$ cat src/rtl/vector_pkg.sv
// Shared types and constants for the vector unit to scratchpad write path.
package vector_pkg;

  localparam int unsigned NUM_ELEMENTS = 32;
  localparam int unsigned BEAT_ELEMS   = 8;
  localparam int unsigned FIFO_DEPTH   = 2;

  localparam int unsigned SPAD_ROWS = 4096;
  localparam int unsigned SPAD_COLS = 4096;
  localparam int unsigned ADDR_W    = 12;
  localparam int unsigned ROW_ID_W  = 6;
  localparam int unsigned ERR_W     = 5;

  localparam int unsigned ERR_ROW_RANGE = 0;
  localparam int unsigned ERR_COL_RANGE = 1;
  localparam int unsigned ERR_DTYPE     = 2;

  typedef enum logic [1:0] {
    DT_FP16 = 2'd0,
    DT_BF16 = 2'd1,
    DT_FP32 = 2'd2,
    DT_INT8 = 2'd3
  } dtype_t;

  typedef struct packed {
    logic [NUM_ELEMENTS*16-1:0] vdata;
    logic [NUM_ELEMENTS-1:0]    vmask;
    logic [ADDR_W-1:0]          row;
    logic [ADDR_W-1:0]          col;
    logic [ROW_ID_W-1:0]        row_id;
    logic                       swizzle;
    dtype_t                     dtype;
  } spad_wr_req_t;

  typedef enum logic [1:0] {
    IDLE,
    CHECK,
    ISSUE,
    DONE
  } spwr_state_t;

endpackage

$ cat src/rtl/sync_fifo.sv
// Small synchronous FIFO; also exposes the entry behind the head so the consumer
// can chain straight into the next item on the cycle it pops.
module sync_fifo #(
  parameter int unsigned WIDTH = 8,
  parameter int unsigned DEPTH = 2
) (
  input  logic             clk,
  input  logic             rst,
  input  logic             push,
  input  logic             pop,
  input  logic [WIDTH-1:0] wdata,
  output logic             full,
  output logic             empty,
  output logic             has_next,
  output logic [WIDTH-1:0] head,
  output logic [WIDTH-1:0] rd_next
);

  localparam int unsigned PtrW = (DEPTH > 1) ? $clog2(DEPTH) : 1;
  localparam int unsigned CntW = $clog2(DEPTH + 1);

  logic [WIDTH-1:0] mem [DEPTH];
  logic [PtrW-1:0]  wr_ptr_q, rd_ptr_q;
  logic [CntW-1:0]  count_q;
  logic             do_push, do_pop;

  function automatic logic [PtrW-1:0] ptr_inc(logic [PtrW-1:0] p);
    return (p == PtrW'(DEPTH - 1)) ? '0 : p + 1'b1;
  endfunction

  // Fullness is taken from the registered count, so a pop never frees a slot
  // for a push in the same cycle.
  assign full     = (count_q == CntW'(DEPTH));
  assign empty    = (count_q == '0);
  assign has_next = (count_q > CntW'(1));
  assign do_push  = push && !full;
  assign do_pop   = pop && !empty;
  assign head     = mem[rd_ptr_q];
  assign rd_next  = mem[ptr_inc(rd_ptr_q)];

  always_ff @(posedge clk or posedge rst) begin
    if (rst) begin
      wr_ptr_q <= '0;
      rd_ptr_q <= '0;
      count_q  <= '0;
    end else begin
      if (do_push) wr_ptr_q <= ptr_inc(wr_ptr_q);
      if (do_pop)  rd_ptr_q <= ptr_inc(rd_ptr_q);
      case ({do_push, do_pop})
        2'b10:   count_q <= count_q + 1'b1;
        2'b01:   count_q <= count_q - 1'b1;
        default: count_q <= count_q;
      endcase
    end
  end

  always_ff @(posedge clk) begin
    if (do_push) mem[wr_ptr_q] <= wdata;
  end

endmodule

$ cat src/rtl/vector_spad_writer.sv
// Receives vector register write requests, checks them, and serialises them into
// scratchpad write beats (row-wide or transposed), then reports completion.
module vector_spad_writer
  import vector_pkg::*;
(
  input  logic                        CLK,
  input  logic                        RST,
  input  logic                        req_valid,
  output logic                        req_ready,
  input  logic [NUM_ELEMENTS*16-1:0]  req_vdata,
  input  logic [NUM_ELEMENTS-1:0]     req_vmask,
  input  logic [ADDR_W-1:0]           req_row,
  input  logic [ADDR_W-1:0]           req_col,
  input  logic [ROW_ID_W-1:0]         req_row_id,
  input  logic                        req_swizzle,
  input  logic [1:0]                  req_dtype,
  output logic                        spad_valid,
  input  logic                        spad_ready,
  output logic [ADDR_W-1:0]           spad_row,
  output logic [ADDR_W-1:0]           spad_col,
  output logic [BEAT_ELEMS*16-1:0]    spad_data,
  output logic [BEAT_ELEMS-1:0]       spad_strb,
  output logic                        done_valid,
  output logic [ROW_ID_W-1:0]         done_row_id,
  output logic [ERR_W-1:0]            error
);

  localparam int unsigned IdxW     = $clog2(NUM_ELEMENTS);
  localparam int unsigned RowBeats = NUM_ELEMENTS / BEAT_ELEMS;
  localparam int unsigned BeatW    = BEAT_ELEMS * 16;
  localparam int unsigned ReqW     = $bits(spad_wr_req_t);

  typedef struct packed {
    logic            found;
    logic [IdxW-1:0] idx;
  } beat_sel_t;

  function automatic logic [BEAT_ELEMS-1:0] beat_strb(spad_wr_req_t r, int unsigned k);
    logic [BEAT_ELEMS-1:0] s;
    s = '0;
    if (r.swizzle) s[0] = 1'(r.vmask >> k);
    else           s    = BEAT_ELEMS'(r.vmask >> (k * BEAT_ELEMS));
    return s;
  endfunction

  // First beat at or after 'start' that carries at least one enabled lane.
  function automatic beat_sel_t next_beat(spad_wr_req_t r, int unsigned start);
    beat_sel_t   sel;
    int unsigned nbeats;
    int unsigned j;
    sel    = '0;
    nbeats = r.swizzle ? NUM_ELEMENTS : RowBeats;
    for (int unsigned i = 0; i < NUM_ELEMENTS; i++) begin
      j = NUM_ELEMENTS - 1 - i;
      if (j >= start && j < nbeats && |beat_strb(r, j)) begin
        sel.found = 1'b1;
        sel.idx   = IdxW'(j);
      end
    end
    return sel;
  endfunction

  function automatic logic [ERR_W-1:0] check_errors(spad_wr_req_t r);
    logic [ADDR_W:0]  row_end, col_end;
    logic [ERR_W-1:0] e;
    row_end = {1'b0, r.row} + (ADDR_W + 1)'(NUM_ELEMENTS - 1);
    col_end = {1'b0, r.col} + (ADDR_W + 1)'(NUM_ELEMENTS - 1);
    e = '0;
    e[ERR_ROW_RANGE] = r.swizzle && (row_end > (ADDR_W + 1)'(SPAD_ROWS - 1));
    e[ERR_COL_RANGE] = !r.swizzle && (col_end > (ADDR_W + 1)'(SPAD_COLS - 1));
    e[ERR_DTYPE]     = (r.dtype != DT_FP16);
    return e;
  endfunction

  spad_wr_req_t  fifo_wdata, fifo_head, fifo_next;
  logic          fifo_push, fifo_pop, fifo_full, fifo_empty, fifo_has_next;

  spwr_state_t   state_q, state_d;
  spad_wr_req_t  cur_q, cur_d;
  logic [IdxW-1:0]  beat_q, beat_d;
  logic [ERR_W-1:0] err_q, err_d;
  beat_sel_t     sel;

  always_comb begin
    fifo_wdata        = '0;
    fifo_wdata.vdata  = req_vdata;
    fifo_wdata.vmask  = req_vmask;
    fifo_wdata.row    = req_row;
    fifo_wdata.col    = req_col;
    fifo_wdata.row_id = req_row_id;
    fifo_wdata.swizzle = req_swizzle;
    fifo_wdata.dtype  = dtype_t'(req_dtype);
  end

  assign req_ready = !fifo_full;
  assign fifo_push = req_valid && req_ready;

  sync_fifo #(
    .WIDTH (ReqW),
    .DEPTH (FIFO_DEPTH)
  ) u_req_fifo (
    .clk      (CLK),
    .rst      (RST),
    .push     (fifo_push),
    .pop      (fifo_pop),
    .wdata    (fifo_wdata),
    .full     (fifo_full),
    .empty    (fifo_empty),
    .has_next (fifo_has_next),
    .head     (fifo_head),
    .rd_next  (fifo_next)
  );

  always_ff @(posedge CLK or posedge RST) begin
    if (RST) begin
      state_q <= IDLE;
      cur_q   <= '0;
      beat_q  <= '0;
      err_q   <= '0;
    end else begin
      state_q <= state_d;
      cur_q   <= cur_d;
      beat_q  <= beat_d;
      err_q   <= err_d;
    end
  end

  // The request stays at the FIFO head until DONE so the FIFO depth bounds
  // the total number of outstanding requests, in-flight one included.
  always_comb begin
    state_d  = state_q;
    cur_d    = cur_q;
    beat_d   = beat_q;
    err_d    = err_q;
    fifo_pop = 1'b0;
    sel      = '0;
    unique case (state_q)
      IDLE: begin
        if (!fifo_empty) begin
          cur_d   = fifo_head;
          state_d = CHECK;
        end
      end
      CHECK: begin
        err_d = check_errors(cur_q);
        sel   = next_beat(cur_q, 0);
        if (err_d != '0 || !sel.found) begin
          state_d = DONE;
        end else begin
          state_d = ISSUE;
          beat_d  = sel.idx;
        end
      end
      ISSUE: begin
        if (spad_ready) begin
          sel = next_beat(cur_q, int'(beat_q) + 1);
          if (sel.found) beat_d  = sel.idx;
          else           state_d = DONE;
        end
      end
      DONE: begin
        fifo_pop = 1'b1;
        err_d    = '0;
        if (fifo_has_next) begin
          cur_d   = fifo_next;
          state_d = CHECK;
        end else begin
          state_d = IDLE;
        end
      end
      default: state_d = IDLE;
    endcase
  end

  always_comb begin
    spad_valid = (state_q == ISSUE);
    spad_row   = '0;
    spad_col   = '0;
    spad_data  = '0;
    spad_strb  = '0;
    if (spad_valid) begin
      spad_strb = beat_strb(cur_q, int'(beat_q));
      if (cur_q.swizzle) begin
        spad_row        = cur_q.row + ADDR_W'(beat_q);
        spad_col        = cur_q.col;
        spad_data[15:0] = 16'(cur_q.vdata >> (16 * int'(beat_q)));
      end else begin
        spad_row  = cur_q.row;
        spad_col  = cur_q.col + ADDR_W'(int'(beat_q) * BEAT_ELEMS);
        spad_data = BeatW'(cur_q.vdata >> (BeatW * int'(beat_q)));
      end
    end
  end

  assign done_valid  = (state_q == DONE);
  assign done_row_id = done_valid ? cur_q.row_id : '0;
  assign error       = done_valid ? err_q : '0;

endmodule

$ cat config.mk
export PLATFORM = sky130hd
export DESIGN_NAME = vector_spad_writer
export DESIGN_NICKNAME = d
export VERILOG_FILES = /design/src/rtl/vector_pkg.sv /design/src/rtl/sync_fifo.sv /design/src/rtl/vector_spad_writer.sv
export SDC_FILE = /design/constraint.sdc
export NUM_CORES = 2
export LEC_CHECK = 0
export CAP_MARGIN = 20
export CORE_UTILIZATION = 59
export CTS_BUF_LIST = sky130_fd_sc_hd__clkbuf_16
export DETAILED_ROUTE_END_ITERATION = 10
export MAX_ROUTING_LAYER = met4
export PLACE_DENSITY = 0.79
export SYNTH_ARGS = -nofsm -noshare
export SYNTH_HDL_FRONTEND = slang
export SYNTH_HIERARCHICAL = 1
export SYNTH_SLANG_ARGS = --single-unit
$ cat constraint.sdc
create_clock -name CLK -period 32.4 [get_ports CLK]
set_input_delay 4.86 -clock CLK [delete_from_list [all_inputs] [get_ports CLK]]
set_output_delay 4.86 -clock CLK [all_outputs]
set_load 0.02 [all_outputs]
; Yosys cells after proc, flatten, opt, wreduce, memory -nomap -nowiden
; Memory sizes are Yosys's and may differ from the RTL's.
; Index checks and enable logic that the tools add are counted.
[op_classes]
reduce_logical = 181
n_shift = 4
n_mux = 246
magnitude_cmp = 67
add_sub_neg = 9
eq_ne = 12
[op_table]
columns = operator, count
row1 = 577-bit two-way mux, 2
row2 = 577-bit case mux with 2 select lines, 1
row3 = 8-bit OR reduction, 64
row4 = 512-bit by 12-bit right shift with 128-bit output, 1
row5 = 512-bit by 9-bit right shift with 16-bit output, 1
row6 = 6-bit two-way mux, 69
row7 = 7-bit two-way mux, 20
row8 = 1-bit two-way mux, 135
row9 = 128-bit two-way mux, 1
row10 = 112-bit two-way mux, 1
row11 = 1-bit logical AND, 101
row12 = 5-bit by 6-bit >= comparator with 1-bit output (first input constant), 16
row13 = 5-bit by 6-bit < comparator with 1-bit output (first input constant), 16
row14 = 4-bit by 6-bit >= comparator with 1-bit output (first input constant), 8
row15 = 4-bit by 6-bit < comparator with 1-bit output (first input constant), 8
row16 = 12-bit two-way mux, 4
row17 = 32-bit by 5-bit right shift with 1-bit output, 1
row18 = 32-bit by 8-bit right shift with 8-bit output, 1
row19 = 12-bit by 5-bit adder with 13-bit output (second input constant), 2
row20 = 13-bit by 12-bit greater-than comparator with 1-bit output (second input constant), 2
row21 = 3-bit by 6-bit >= comparator with 1-bit output (first input constant), 4
row22 = 3-bit by 6-bit < comparator with 1-bit output (first input constant), 4
row23 = 5-bit two-way mux, 4
row24 = 5-bit case mux with 2 select lines, 2
row25 = other kinds (27), 51
[word_totals]
memories = 1
out_inout_bits = 174
inputBits = 581
reg_bits = 593
ram_bits = 1154
[memory_table]
columns = name, words, width, read_ports, rd_clocked_by_memory_dff, wr, line
row1 = u_req_fifo.mem, 2, 577, 2, 0, 1, sync_fifo.sv:22  ; logic [WIDTH-1:0] mem [DEPTH];

; Depth between registers and ports, before layout
[logic_depth]
ltp_word = 42
depth_mapped = 16
ltp_nobuf = 11

; By module
; The synthesis kept the hierarchy.
[by_module_without_submodules]
columns = mod, instances, seq_area_each_um2, cells_each, area_each_um2
row1 = sync_fifo, 1, 34753.3, 2459, 48828.1
row2 = vector_spad_writer, 1, 14689.1, 3613, 38080.3

; Worst setup path before layout
; OpenSTA, ideal clock, no wires.
[synth_timing]
path_kind = input port to flip-flop
startpoint = input port req_valid
endpoint = memory u_req_fifo/mem[0][0] (netlist name) (enable)
path_buffers = 0
path_slack_ns = 1.908
path_stages = 3
arrival_time_ns = 28.959
cell_sequence = nor2b_1 -> nand2b_1 -> nor2_1
[synth_between]
elab_chain_len = 4
[synth_lines]
columns = element, line
row1 = start: declaration, vector_spad_writer.sv:8  ; input logic req_valid,
row2 = 1-bit logical AND, vector_spad_writer.sv:96  ; assign fifo_push = req_valid && req_ready;
row3 = 1-bit logical AND, sync_fifo.sv:36  ; assign do_push = push && !full;
row4 = 1-bit two-way mux, sync_fifo.sv:58  ; if (do_push) mem[wr_ptr_q] <= wdata;
row5 = 1-bit two-way mux (not written as such), sync_fifo.sv:58
row6 = end: declaration, sync_fifo.sv:22
; No other way between the ends.

; Worst setup path in the final report
[layout_timing]
startpoint = register beat_q[0]
endpoint = output port spad_data[14]
[layout_between]
elab_chain_len = 3
word_cells_on_any_way = 4
[layout_lines]
columns = element, line
row1 = start: declaration, vector_spad_writer.sv:80  ; logic [IdxW-1:0] beat_q, beat_d;
row2 = start signal: assignment, vector_spad_writer.sv:123  ; beat_q <= beat_d;
row3 = 512-bit by 12-bit right shift with 128-bit output or 512-bit by 9-bit right shift with 16-bit output (tied branches), "vector_spad_writer.sv:190, vector_spad_writer.sv:186"
row4 = 16-bit two-way mux *, vector_spad_writer.sv:183  ; if (cur_q.swizzle) begin
row5 = 128-bit two-way mux *, vector_spad_writer.sv:181  ; if (spad_valid) begin
row6 = end: declaration, vector_spad_writer.sv:21  ; output logic [BEAT_ELEMS*16-1:0] spad_data,
; Mark *: on every way between the ends. The rest lies on a longest branch, timed or not.

==> run summary <==
First DRT Iteration DRCs - 7,753
number of endpoints with negative hold slack in the final report - 0
critical path capture point type - output port
global placement routability congestion - 1.02
aggregate global-route resource usage - 40.5%
Seq pwr share - 36.7%
#FFs+latches synth - 1,745
post-placement worst setup slack - 21,310 ps
Routed WL - 296,000 um
setup repair after global routing missed its margin - no
total of buffers placed on input and output ports - 752
post-route clock skew - 40.7 ps
layout overhead on the synthesized area - 16.7%
maximum clock path buffer count - 3
TritonCTS clock tree - done
class of the tightest hold or removal check - reg -> reg
maximum number of pins on one net before global-route repair - 252
number of vias per cell - 6.61
first-pass GRT wire length - 409,000 um
initial standard-cell utilization of the core - 59.6%
result of the run - finished, final reports clean
depth of the worst register-to-register path - 11
final sum of negative setup slack - 0 ps
vias in the first global route - 56,900
number of antenna violations at the first check in global routing - 93
total core area - 146,000 um^2
clock transition at the registers of the reported paths - 60 ps
Die Wd - 386 um
synthesis warning total - 6
proportion of layout cells with a drive suffix above 1 - 27.1%
maximum vdd drop - 0.120 mV
average size of a mapped cell - 14.3 um^2
time the final worst path needs with I/O delays and setup - 11,660 ps
Achievable Freq - 85.7 MHz
most used cells in the layout excluding fill and tap cells - mux2_2, edfxtp_1, clkdlybuf4s50_1, nor2_1, a21oi_1
sort of element at the start of the critical path - register
net count of the finished layout - 7,229
switching power as a share of total power - 42.4%
count of flip-flops with a built-in enable after synthesis - 1,154
static leakage - 36.3 nW
CP required - 27,540 ps
slew of the pin with the lowest slew margin - 1280 ps
maximum capacitance violations - 0
data arrival time at the worst-slack endpoint - 6800 ps
final slew viol count - 0
combinational share of power - 45.9%
commonest non-fill, non-tap cell in the layout - mux2_2
Yosys cell types - 95
clock network fraction of design power - 17.4%
clk_lat worst skew - 830 ps
Gates resized, CTS repair - 0
Mapped Area - 86,900 um^2
critical path cell sequence - buf_4, buf_12, buf_4, buf_16, mux4_2, mux4_2, mux2_2, a22oi_1, nor2_1, clkdlybuf4s50_1
count of TritonRoute iterations in the first routing pass - 6
Worst Hold Depth - 2
wire length per cell after detailed routing - 33.7 um
DRC - 0
largest fanout on the critical path - 123
total net switching power - 0.00491 W
Worst Setup Path Type - reg -> out
clock net sink count - 1,745
Clock H-tree levels - 4
Die H - 386 um
number of buffers created by CTS - 177
row count - 140
Post-CTS Setup Bufs - 0
Worst Setup Slack, final - 20,740 ps
total power - 0.0116 W
root cell of the clock tree - clkbuf_16
Critical Path Max Stage Delay - 810 ps
power per unit of standard cell area - 114 nW/um^2
worst-case headroom to the max-slew limit - 15.0%
sequential share of the synthesized area - 56.9%
HPWL Detailed - 215,000 um
hold buffers post-CTS - 0
total gr overflow - 0
I/O pin total - 755
most common flop cell mapped by yosys - edfxtp_1
Internal Power - 0.00666 W
number of nets with antenna violations after detailed routing - 0
FFs w/ async S/R, synth - 33.9%
vias after detailed routing - 58,100
cell at the slowest stage of the critical path - a22oi_1
DIE AREA - 149,000 um^2
fraction of the cycle the final worst path needs - 36.0%
count of mapped cells out of synthesis - 6,072
setup violation total in the final timing report - 0
==> registers in the layout (all words and copies together) (netlist names) <==
signal	count
state_q	2
u_req_fifo/count_q	2
beat_q	5
u_req_fifo/mem	1154
err_q	3
u_req_fifo/wr_ptr_q	1
cur_q	577
u_req_fifo/rd_ptr_q	1
==> layer usage <==
metal | vias to the layer above | wire length [um] | global-route usage, %
met5 | - | 0 | -
met4 | 0 | 16600 | 22.0
met3 | 619 | 32900 | 11.9
met2 | 3437 | 138000 | 60.2
met1 | 29600 | 108000 | 50.1
li1 | 24400 | - | -
==> cells in the mapped netlist (11+ instances only) <==
| cell | count | area (um^2) |
|---|---|---|
| and3_1 | 127 | 795 |
| nor2_1 | 647 | 2430 |
| mux2_2 | 1173 | 13200 |
| nand2_1 | 42 | 158 |
| buf_2 | 54 | 270 |
| inv_1 | 30 | 113 |
| a22oi_1 | 17 | 128 |
| o21ai_0 | 25 | 125 |
| ha_1 | 24 | 300 |
| buf_6 | 11 | 124 |
| nor4_1 | 12 | 75.1 |
| nand2b_1 | 14 | 87.6 |
| dfrtp_1 | 591 | 14800 |
| nor2b_1 | 14 | 87.6 |
| edfxtp_1 | 1154 | 34700 |
| buf_1 | 34 | 128 |
| nand3_1 | 19 | 95.1 |
| mux2i_1 | 586 | 5870 |
| a21oi_1 | 616 | 3080 |
| and2_1 | 20 | 125 |
| clkbuf_1 | 266 | 998 |
| buf_4 | 97 | 728 |
| xnor2_1 | 13 | 114 |
| mux4_2 | 304 | 6850 |
==> through the flow <==
stage	util, %	cell area (um^2)	cells	hold WS [ps]
4_1_cts	69.3	101000	8694	526
5_1_grt	69.5	101000	8773	546
3_5_place_dp	65.4	95400	8358	513
3_3_place_gp	65.4	95400	8358	489
6_report	69.5	101000	8791	522
2_1_floorplan	-	86900	6073	468
==> critical path: cells and delay by family (launching register included) <==
| family | cells | cell delay (ps) |
|---|---|---|
| and+or+nand+nor | 1 | 140 |
| muxes | 3 | 1320 |
| buffers and inverters | 5 | 2660 |
| DFF | 1 | 790 |
| AOI/OAI and AO/OA | 1 | 810 |
==> power groups by stage <==
stage                     clock network, W  logic, W  registers, W
final                              0.00202   0.00531       0.00424
after floorplan                          0   0.00386       0.00393
after global placement                   0   0.00505       0.00419
after detailed placement                 0   0.00516       0.00420
after global routing               0.00212   0.00558       0.00423
after CTS                          0.00203   0.00521       0.00417
==> logic make-up after synthesis <==
group	synth area share, %
AO/OA/AOI/OAI	4.92
XOR/XNOR	0.212
adder cells (fa/ha/maj)	0.392
buffers and inverters	2.72
flip-flops	56.9
multiplexers	29.9
other	0.00431
AND/OR/NAND/NOR	4.95
==> layout make-up <==
| cell class | instances | area, um^2 |
|---|---|---|
| Tap cell | 1917 | 2400 |
| Timing Repair Buffer | 832 | 8300 |
| Clock inverter | 156 | 1230 |
| Sequential cell | 1745 | 49500 |
| Fill cell | 9820 | 44500 |
| Clock buffer | 180 | 4500 |
| Multi-Input combinational cell | 3836 | 35200 |
| Antenna cell | 95 | 238 |
| Inverter | 30 | 120 |
==> final timing paths <==
| kind | slack, ps | end | startpoint |
|---|---|---|---|
| worst max-delay path | 20740 | spad_data[14] | beat_q[0] |
| worst min-delay path | 520 | cur_q[5] | cur_q[5] |
| worst max register to register | 25250 | cur_q[294] | state_q[1] |
| worst min register to register | 520 | cur_q[5] | cur_q[5] |
| max in group asynchronous | 24660 | cur_q[340] | RST |
| min in group asynchronous | 4410 | u_req_fifo/count_q[0] | RST |
Note: power is estimated with default switching activity, not from simulation.
